## src/rtl/cpu_mem_pkg.sv

```systemverilog
// Shared types for the unified-memory port arbiter: FSM states, grant
// identifiers and the default memory access latency.
package cpu_mem_pkg;

  typedef enum logic [1:0] {
    IDLE,
    BUSY_I,
    BUSY_D
  } arb_state_t;

  typedef enum logic {
    GNT_I,
    GNT_D
  } grant_t;

  localparam int DEFAULT_MEM_LAT = 2;

endpackage

```

## src/rtl/mem_wait_counter.sv

```systemverilog
// Access-cycle counter: cleared when a new access is decided, counts up
// while an access is in flight, and flags the final (completion) cycle.
module mem_wait_counter
  import cpu_mem_pkg::*;
#(
  parameter int MEM_LAT = DEFAULT_MEM_LAT,
  parameter int CNT_W   = $clog2(MEM_LAT) + 1
) (
  input  logic clk,
  input  logic rst,
  input  logic clear,
  input  logic enable,
  output logic done
);

  logic [CNT_W-1:0] cnt;

  // Clear has priority so a back-to-back access always starts at zero.
  always_ff @(posedge clk or negedge rst) begin
    if (!rst) begin
      cnt <= '0;
    end else if (clear) begin
      cnt <= '0;
    end else if (enable) begin
      cnt <= cnt + CNT_W'(1);
    end
  end

  assign done = (cnt == CNT_W'(MEM_LAT - 1));

endmodule

```

## src/rtl/mem_port_arbiter.sv

```systemverilog
// Arbitrates the single-port unified memory between instruction fetch and
// data load/store, sequences fixed-latency accesses and drives the
// pipeline stall controls.
module mem_port_arbiter
  import cpu_mem_pkg::*;
#(
  parameter int ADDR_W  = 12,
  parameter int DATA_W  = 16,
  parameter int MEM_LAT = DEFAULT_MEM_LAT
) (
  input  logic              clk,
  input  logic              rst,
  input  logic              if_req,
  input  logic [ADDR_W-1:0] if_addr,
  output logic [DATA_W-1:0] if_rdata,
  output logic              if_ready,
  input  logic              flush,
  input  logic              dm_read,
  input  logic              dm_write,
  input  logic [ADDR_W-1:0] dm_addr,
  input  logic [DATA_W-1:0] dm_wdata,
  output logic [DATA_W-1:0] dm_rdata,
  output logic              dm_ready,
  output logic              mem_en,
  output logic              mem_we,
  output logic [ADDR_W-1:0] mem_addr,
  output logic [DATA_W-1:0] mem_wdata,
  input  logic [DATA_W-1:0] mem_rdata,
  output logic              pc_write,
  output logic              ifid_write,
  output logic              pipe_stall
);

  arb_state_t state;
  grant_t     last_grant;

  logic done;
  logic d_pend;
  logic i_pend;
  logic grant_d;
  logic grant_i;
  logic fetch_done;
  logic data_done;
  logic decide;
  logic cnt_en;

  mem_wait_counter #(
    .MEM_LAT(MEM_LAT)
  ) u_wait_counter (
    .clk   (clk),
    .rst   (rst),
    .clear (decide),
    .enable(cnt_en),
    .done  (done)
  );

  // Grant decision: a requester is masked while it is completing or while
  // its ready pulses; data wins unless it won last time.
  always_comb begin
    d_pend     = (dm_read | dm_write) & ~dm_ready & (state != BUSY_D);
    i_pend     = if_req & ~if_ready & ~flush & (state != BUSY_I);
    grant_d    = d_pend & (~i_pend | (last_grant == GNT_I));
    grant_i    = i_pend & ~grant_d;
    fetch_done = (state == BUSY_I) & done & ~flush;
    data_done  = (state == BUSY_D) & done;
    decide     = (state == IDLE) | fetch_done | data_done | ((state == BUSY_I) & flush);
    cnt_en     = ~decide;
  end

  // Access sequencer: captures read data on completion, pulses ready for
  // one cycle and launches the next access without an idle cycle.
  always_ff @(posedge clk or negedge rst) begin
    if (!rst) begin
      state      <= IDLE;
      last_grant <= GNT_I;
      if_rdata   <= '0;
      dm_rdata   <= '0;
      if_ready   <= 1'b0;
      dm_ready   <= 1'b0;
      mem_en     <= 1'b0;
      mem_we     <= 1'b0;
      mem_addr   <= '0;
      mem_wdata  <= '0;
    end else begin
      if_ready <= 1'b0;
      dm_ready <= 1'b0;

      if (fetch_done) begin
        if_rdata   <= mem_rdata;
        if_ready   <= 1'b1;
        last_grant <= GNT_I;
      end

      if (data_done) begin
        if (!mem_we) begin
          dm_rdata <= mem_rdata;
        end
        dm_ready   <= 1'b1;
        last_grant <= GNT_D;
      end

      if (decide) begin
        if (grant_d) begin
          state     <= BUSY_D;
          mem_en    <= 1'b1;
          mem_we    <= dm_write;
          mem_addr  <= dm_addr;
          mem_wdata <= dm_wdata;
        end else if (grant_i) begin
          state     <= BUSY_I;
          mem_en    <= 1'b1;
          mem_we    <= 1'b0;
          mem_addr  <= if_addr;
          mem_wdata <= '0;
        end else begin
          state  <= IDLE;
          mem_en <= 1'b0;
          mem_we <= 1'b0;
        end
      end
    end
  end

  assign pipe_stall = (dm_read | dm_write) & ~dm_ready;
  assign pc_write   = ~pipe_stall & (~if_req | if_ready);
  assign ifid_write = pc_write;

endmodule

```

## config.mk

```make
export PLATFORM = sky130hd
export DESIGN_NAME = mem_port_arbiter
export DESIGN_NICKNAME = d
export VERILOG_FILES = /design/src/rtl/cpu_mem_pkg.sv /design/src/rtl/mem_wait_counter.sv /design/src/rtl/mem_port_arbiter.sv
export SDC_FILE = /design/constraint.sdc
export NUM_CORES = 1
export LEC_CHECK = 0
export ABC_AREA = 1
export BUFFER_PORTS_ARGS = -buffer_cell sky130_fd_sc_hd__clkbuf_2
export CORE_MARGIN = 1
export CORE_UTILIZATION = 48
export DETAILED_ROUTE_END_ITERATION = 10
export GPL_TIMING_DRIVEN = 1
export MAX_ROUTING_LAYER = met4
export PLACE_DENSITY = 0.88
export SLEW_MARGIN = 20
export SYNTH_ARGS = -nofsm -noshare
export SYNTH_HDL_FRONTEND = slang
export SYNTH_SLANG_ARGS = --single-unit
```

## constraint.sdc

```tcl
create_clock -name clk -period 2.1 [get_ports clk]
set_input_delay 0.21 -clock clk [delete_from_list [all_inputs] [get_ports clk]]
set_output_delay 0.21 -clock clk [all_outputs]
set_load 0.02 [all_outputs]
```

; ---- Word level (Yosys, flattened, before mapping)
; Cells that the tools add are included.
[word_totals]
ff_bits = 69
latch_bits = 0
ramBits = 0
mem_bits_ro = 0
elab_cells = 63
n_memories = 0
[classes]
addsub = 1
mul = 0
div_mod_pow = 0
order_cmp = 0
eq_ne = 5
shift = 0
n_mux = 14
bitwise = 27
reduce_logical = 5
[op_table]
columns = operator, count
row1 = $mux 16, 2
row2 = $mux 12, 2
row3 = $and 1x1->1, 12
row4 = $not 1->1, 9
row5 = $mux 1, 8
row6 = $or 1x1->1, 6
row7 = $eq 2x1->1 const B, 2
row8 = $mux 2, 2
row9 = $reduce_and 2->1, 2
row10 = $reduce_bool 2->1, 2
row11 = $add 2x1->2 const B, 1
row12 = $eq 2x2->1 const B, 1
row13 = $logic_not 2->1, 1
row14 = $ne 2x1->1 const B, 1
row15 = $ne 2x2->1 const B, 1

; ---- Depth between registers and ports, before layout
; Gate-level depths: netlist of run 1.
[logic_depth]
depth_word = 11
mapped_depth = 11
mapped_depth_nobuf = 9

; ---- Cells and area by module
; From an unflattened synthesis of run 1, not the netlist that was laid out.
[hier_totals]
cells_unflattened = 354
area_unflattened_um2 = 3059.2
[modules_own_cells]
columns = mod, instances, cells_each, area_each_um2, seq_area_each_um2
row1 = mem_port_arbiter, 1, 341, 2959.1, 1676.6
row2 = mem_wait_counter, 1, 13, 100.1, 50.0

; ---- Least setup slack after synthesis of run 1
; Ideal clock, no wire load.
[synth_timing]
path_type = register to register
start = register u_wait_counter.cnt[1]
end = register mem_addr[0]
setup_time_ns = 0.117
arrival_time_ns = 1.365
required_time_ns = 1.983
setup_slack_ns = 0.618
stages_incl_launch_ff = 10
n_path_buf = 1
synth_period_minus_slack_ns = 1.482
cell_sequence = dfrtp_1 inv_1 ha_1 inv_2 o21ai_2 nand2_4 or2_1 buf_2 nand3_1 nand2_1
[synth_between]
elab_chain_len = 7
[synth_rtl]
columns = item, line
row1 = "start, declared", mem_wait_counter.sv:16  ; logic [CNT_W-1:0] cnt;
row2 = "start signal, assigned", mem_wait_counter.sv:25  ; cnt <= cnt + CNT_W'(1);
row3 = $eq 2x1->1 (*), mem_wait_counter.sv:29  ; assign done = (cnt == CNT_W'(MEM_LAT - 1));
row4 = $and 1x1->1 (2 in a row), mem_port_arbiter.sv:64  ; fetch_done = (state == BUSY_I) & done & ~flush;
row5 = $or 1x1->1, mem_port_arbiter.sv:66  ; decide = (state == IDLE) | fetch_done | data_done | ((state == BUSY_I) & flush);
row6 = $or 1x1->1 (*) (2 in a row), mem_port_arbiter.sv:66
row7 = $reduce_and 2->1 (no source line) (*), -
row8 = "end signal, assigned", mem_port_arbiter.sv:107  ; mem_addr <= dm_addr;
row9 = "end signal, assigned", mem_port_arbiter.sv:113  ; mem_addr <= if_addr;
row10 = "end, declared", mem_port_arbiter.sv:26  ; output logic [ADDR_W-1:0] mem_addr,
; Mark *: on every way between the ends. The rest lies on a longest branch, timed or not.
; A chain may end at the register's enable or synchronous reset.

; ---- Final worst setup path of run 1
[layout_timing]
start = register u_wait_counter.cnt[0]
end = register mem_wdata[11]
[layout_between]
elab_chain_len = 7
[layout_rtl]
columns = item, line
row1 = $eq 2x1->1 (*), mem_wait_counter.sv:29
row2 = $and 1x1->1 (2 in a row), mem_port_arbiter.sv:64
row3 = $or 1x1->1, mem_port_arbiter.sv:66
row4 = $or 1x1->1 (*) (2 in a row), mem_port_arbiter.sv:66
row5 = $reduce_and 2->1 (no source line) (*), -
row6 = "end signal, assigned", mem_port_arbiter.sv:108  ; mem_wdata <= dm_wdata;
row7 = "end, declared", mem_port_arbiter.sv:27  ; output logic [DATA_W-1:0] mem_wdata,
; Marks and branches as above.

==> results of run 1 <==
[cells in the final DEF (no fill, tap or decap)]
cell type | Yosys | final
clkbuf_2 | 1 | 127
nand2_1 | 98 | 98
dfrtp_1 | 69 | 69
nand3_1 | 55 | 55
inv_1 | 50 | 50
o21ai_2 | 14 | 14
o21ai_0 | 14 | 14
clkbuf_8 | 0 | 12
o21ai_1 | 7 | 7
buf_4 | 3 | 5
inv_2 | 4 | 4
nor2_1 | 4 | 4
nand2_2 | 2 | 2
nand2_4 | 2 | 2
or2_1 | 2 | 2
nor3_2 | 1 | 1
nor2_4 | 1 | 1
nand3_2 | 1 | 1
clkinv_2 | 1 | 1
nand4_2 | 1 | 1
nor2_8 | 1 | 1
a21oi_2 | 0 | 1
ha_1 | 1 | 1
bufinv_16 | 0 | 1
clkbuf_1 | 0 | 1
dlygate4sd3_1 | 0 | 1
buf_2 | 8 | 1
buf_12 | 0 | 1
[worst max-delay path, delay by kind of cell, from the launching register on]
kind                     cells  cell delay (ns)
adder cells (fa/ha/maj)      1             0.20
buffers and inverters        2             0.17
flip-flops                   1             0.38
AND/OR/NAND/NOR              5             0.97
[layer usage]
layer,part of all wire (%),up-vias
li1,-,1330
met1,43,1237
met3,6.4,8
met5,0,-
met2,49,95
met4,1.3,0
[cell families after synthesis]
logic type	after synthesis
compound gates	36
buf+inv	74
simple gates	168
fa+ha+maj	1
flops	69
[area by class of cell]
type,count,area [um2]
Clock buffer,13,169
Timing Repair Buffer,135,708
Multi-Input combinational cell,205,1020
Fill cell,515,2110
Clock inverter,1,30.0
Inverter,55,208
Tap cell,75,93.8
Sequential cell,69,1730
[state kept, by name (all words and copies together), names as in the netlist]
name	flops
if_rdata	16
mem_en	1
mem_we	1
dm_ready	1
last_grant	1
if_ready	1
mem_wdata	16
state	2
dm_rdata	16
mem_addr	12
u_wait_counter.cnt	2
[report_power, final]
group          switching, mW  internal [mW]  leakage, nW  total [mW]
Combinational           2.06          0.996         1.38        3.05
Sequential             0.344           1.94        0.868        2.28
Clock                  0.444          0.634        0.102        1.08
[how the worst min path moves through the flow]
stage                            from           end  slack [ns]  cells after the start
final                           flush      if_ready        0.09                      2
after global routing      dm_wdata[5]  mem_wdata[5]        0.08                      3
after CTS                       flush      if_ready        0.07                      2
after detailed placement          rst  mem_wdata[8]        0.31                      1
after global placement            rst  mem_wdata[8]        0.28                      1
after floorplan                   rst   dm_rdata[0]       -0.09                      0
[repair_timing]
action | in CTS | in global routing
resized for setup | 0 | 1
hold endpoints to repair | 30 | 0
hold buffers | 1 | 0
buffers inserted | 0 | 0
setup endpoints to repair | 0 | 12
[through the flow]
| step | area, um2 | utilization, % |
|---|---|---|
| floorplan | 3100 | - |
| global placement | 3740 | 61.7 |
| detailed placement | 3740 | 61.7 |
| CTS | 3950 | 65.2 |
| global route | 3950 | 65.2 |
| finish | 3950 | 65.2 |
==> impl_metrics.yaml, run 1 <==
critical_path:
  rrSetupSlack_ns: 0.32
  rr_startpoint: "u_wait_counter.cnt[0]"
  path_cells: "ha_1 > inv_2 > nand3_1 > nand2_4 > inv_2 > nand2_2 > nand3_1 > nand2_1"
  crit_fanout: 29
  cp-startpoint: "u_wait_counter.cnt[0]"
  max_stage_delay_ns: 0.42
  worstPathArrival_ns: 2.04
  end_kind: "flip-flop"
  rr_endpoint: "mem_wdata[11]"
  slowest_stage: "nand2_2"
  critPathLaunchType: "flip-flop"
  required_ns: 2.36
  path_class: "reg -> reg"
  crit_end: "mem_wdata[11]"
  r2r_cells: 8
routing:
  drc_errors: 0
  routed_wl_mm: 6.73
  drt_iter0_drc: 98
  drtAntennaViolNets: 0
  firstDrtPassIters: 4
  vias_per_cell: 4.83
  num_vias: 2670
  wl_per_cell_um: 12.2
power_and_ir_drop:
  peakVddDrop_uv: 870
  powerDensity_mw_per_mm2: 1620
  p_leak_nw: 2.35
  power_mw: 6.41
grt:
  antenna_found_initial: 0
  grt_overflow_total: 0
  use_met3_pct: 3.85
  grt_pass1_wl_mm: 10.4
  grt_pass1_vias: 2356
  grt_use_met2_pct: 35.9
  grt_usage_pct: 21.3
  grt_max_degree: 40
  grt_use_met1_pct: 25.1
  top_usage_layer: "met2"
synth:
  synthFlopType: "dfrtp_1"
  netlist-cell-type-count: 24
  synth_nets: 411
  synth.top_cells.by_count: "nand2_1, dfrtp_1, nand3_1"
  syn-mean-instance-area_um2: 8.90
  synth_top_family_by_area: "simple AND/OR/NAND/NOR gates"
  synth_top_area_share_pct: 55.8
  synth_cells: 348
  synthArstFlopShare_pct: 100
  synth_edf_count: 0
  yosysMostFrequentCell: "nand2_1"
  synthMuxAreaShare_pct: 0
  synth_top_area_cell: "dfrtp_1"
  synthTopCellsByArea: "dfrtp_1, nand2_1, nand3_1"
  synth_xor_area_share_pct: 0
  synth-compound-area-share_pct: 7.52
  yosys_register_bits: 69
  synth_warnings: 0
  synth_simple_gate_area_share_pct: 24.9
  yosysSeqAreaShare_pct: 55.8
  synthAdderAreaFrac_pct: 0.404
  syn_area_mm2: 0.00310
clock_tree:
  tritoncts: "yes"
  clk_latency_ns: 0.33
  clk_pin_slew_worst_paths_ns: 0.07
  cts.sinks: 69
  root_buffer: "clkbuf_8"
  h-tree-depth: 3
  cts_buffers: 9
  clockBufferDepth: 2
run_status:
  status: "finished clean"
floorplanning:
  die_w_um: 82.3
  fp.dieH_um: 82.3
  core_area_mm2: 0.00606
  initial_core_util_pct: 51.1
  io_pins: 129
  rows: 28
  die_area_mm2: 0.00677
run:
  maxCapViolCount: 0
timing:
  min_period_over_period_pct: 84.8
  slew_headroom_pct: 45.9
  setup_viol: 0
  final-max-slew-violation-count: 0
  fin_crit_ns: 1.78
  layout_setup_ws_ns: 0.319
  tightest_slew_ns: 0.811
  fin_hold_ws_ns: 0.0853
  rsz0062_at_grt: "false"
  max_freq_ghz: 0.562
  final-hold-violation-count: 0
  skew_ns: 0.00624
  tns_ns: 0
final_layout:
  n_antenna_cell: 0
  drive_gt1_share_pct: 36.8
  stdcell_count: 553
  final_nets: 538
  area_growth_pct: 27.7
placed_design:
  gp_congestion: 0.827
  hpwlAfterDp_mm: 5.05
  dp_cells: 538
  place_ws_ns: 0.0910
  port_buffers: 128
hold_path:
  hp-class: "in -> reg"
Note: power is estimated with default switching activity, not from simulation.
==> run 2: changes to the inputs <==
Settings changed: CORE_UTILIZATION 48 to 43, PLACE_DENSITY 0.88 to 0.84.
Clock period 2.1 ns to 1.4 ns, I/O delays scaled along.
==> run 2 against run 1 <==
The run now ends with negative setup slack left. Sequential share of layout area shrank 5.0 points. Utilization down 0.21 points. Final cell count grew 10%. Combinational power rose by 76%. Clock power grew 61%. Non-clock buffer count increased by 34. Highest routed layer unchanged.
==> impl_metrics.yaml, run 2 (synthesized netlist as in run 1, its figures left out) <==
run_status:
  status: "finished with violations"
  violations: "negative setup slack"
hold_path:
  min_to: "mem_wdata[4]"
  hold_start: "dm_wdata[4]"
  hp-class: "in -> reg"
  whs_path_depth: 3
placed_design:
  gp_congestion: 0.785
  place_ws_ns: -0.144
  port_buffers: 128
  dp_cells: 572
  placed_area_mm2: 0.00390
  hpwlAfterDp_mm: 5.13
critical_path:
  path_cells: "inv_1 > nand2_1 > buf_4 > nor3_4 > inv_4 > clkbuf_16 > nand2_1 > o21ai_1"
  required_ns: 1.61
  path_class: "reg -> reg"
  rr_endpoint: "if_rdata[12]"
  cp_common_cell: "nand2_1"
  rr_startpoint: "state[1]"
  r2r_cells: 8
  rrSetupSlack_ns: -0.10
  worstPathArrival_ns: 1.71
  crit_fanout: 8
  critPathLaunchType: "flip-flop"
  end_kind: "flip-flop"
  max_stage_delay_ns: 0.41
  slowest_stage: "dfrtp_1"
timing:
  skew_ns: 0.00466
  rsz0062_at_grt: "true"
  final-max-slew-violation-count: 0
  min_period_over_period_pct: 107
  tightest_slew_ns: 0.348
  setup_viol: 64
  slew_headroom_pct: 76.8
  layout_setup_ws_ns: -0.102
  max_freq_ghz: 0.666
  final-hold-violation-count: 0
  fin_hold_ws_ns: 0.0151
  fin_crit_ns: 1.50
final_layout:
  seqCellArea_mm2: 0.00173
  multi_input_area_mm2: 0.00106
  n_antenna_cell: 0
  final_cell_mix: "clkbuf_2, nand2_1, dfrtp_1, nand3_1, inv_1"
  drive_gt1_share_pct: 40.6
  final_nets: 573
  reg_top3: "dm_rdata x16, if_rdata x16, mem_wdata x16"
  final_common_cell: "clkbuf_2"
  area_growth_pct: 44.3
  stdcell_area_mm2: 0.00447
  nFillCells: 567
  stdcell_count: 611
clock_tree:
  cts.sinks: 69
  clockBufferDepth: 2
  tritoncts: "yes"
  h-tree-depth: 3
  cts_buffers: 9
  clk_latency_ns: 0.33
  root_buffer: "clkbuf_8"
  clk_pin_slew_worst_paths_ns: 0.07
routing:
  routed_wl_mm: 8.14
  drt_iter0_drc: 103
  wl_per_cell_um: 13.3
  drc_errors: 0
  num_vias: 2912
  firstDrtPassIters: 4
  vias_per_cell: 4.77
  drtAntennaViolNets: 0
floorplanning:
  initial_core_util_pct: 45.1
  core_area_mm2: 0.00687
  fp.dieH_um: 86.8
  io_pins: 129
  die_w_um: 86.8
  rows: 30
  die_area_mm2: 0.00754
grt:
  grt_max_degree: 70
  grt_pass1_wl_mm: 12.5
  grt_overflow_total: 0
  grt_pass1_vias: 2803
  antenna_found_initial: 0
  grt_usage_pct: 22.3
power_and_ir_drop:
  powerDensity_mw_per_mm2: 2370
  p_leak_nw: 2.59
  peakVddDrop_uv: 1340
run:
  maxCapViolCount: 0
-- run 2: cell count changes in the layout (fill, tap and decap cells not counted), moves of 3 or more --
cell,before,now
dlygate4sd3_1,1,15
buf_4,5,16
o21ai_0,14,9
buf_12,1,5
nand2_1,98,94
nand2_2,2,6
o21ai_1,7,11
clkbuf_16,0,3
clkbuf_8,12,9
-- run 2: repair_timing --
item,4_1_cts,5_1_grt
hold buffers,15,0
resized for setup,17,10
gates cloned,2,4
endpoints found under the setup margin,66,66
endpoints found under the hold margin,83,0
pin swaps,4,2
setup buffers,2,0
-- run 2: how the worst max path moves through the flow --
stage	end	startpoint	slack, ns	cells past startpoint
2_1_floorplan	mem_addr[0]	u_wait_counter.cnt[1]	-0.08	9
4_1_cts	mem_wdata[11]	u_wait_counter.cnt[1]	-0.13	9
6_report	if_rdata[12]	state[1]	-0.10	8
3_5_place_dp	mem_addr[5]	u_wait_counter.cnt[1]	-0.14	9
5_1_grt	mem_addr[11]	u_wait_counter.cnt[1]	-0.22	9
3_3_place_gp	mem_addr[5]	u_wait_counter.cnt[1]	-0.10	9
-- run 2: critical path: cells and delay by family (launching register included) --
kind / cells / cell delay (ns)
AND/OR/NAND/NOR: 3 / 0.38
flip-flops: 1 / 0.41
AO/OA/AOI/OAI: 1 / 0.08
buffers and inverters: 4 / 0.51
-- run 2: metrics by stage --
step / util [%] / setup TNS [ns] / power (mW)
after floorplan: - / -2.37 / 6.81
after global placement: 56.8 / -3.63 / 8.25
after detailed placement: 56.8 / -5.13 / 8.42
after CTS: 63.5 / -3.95 / 10.5
after global routing: 65.0 / -10.50 / 11.4
final: 65.0 / -4.04 / 10.6
-- run 2: report_power, final --
group / switching (mW) / total, mW / internal [mW]
combinational: 3.35 / 5.37 / 2.02
sequential: 0.547 / 3.46 / 2.91
clock: 0.741 / 1.74 / 1.00
total: 4.64 / 10.6 / 5.94
-- run 2: layout make-up --
class,count,area share [%]
Clock buffer,10,2.86
Clock inverter,6,1.93
Inverter,55,4.71
Multi-Input combinational cell,206,23.8
Sequential cell,69,38.7
Tap cell,96,2.69
Timing Repair Buffer,169,25.3
-- run 2: metal layers --
metal	wire length [um]	track usage, %	vias up
met1	3330	25.1	1351
met3	534	4.57	19
met2	4070	38.3	130
met4	207	10.0	0
met5	0	-	-
li1	-	-	1412
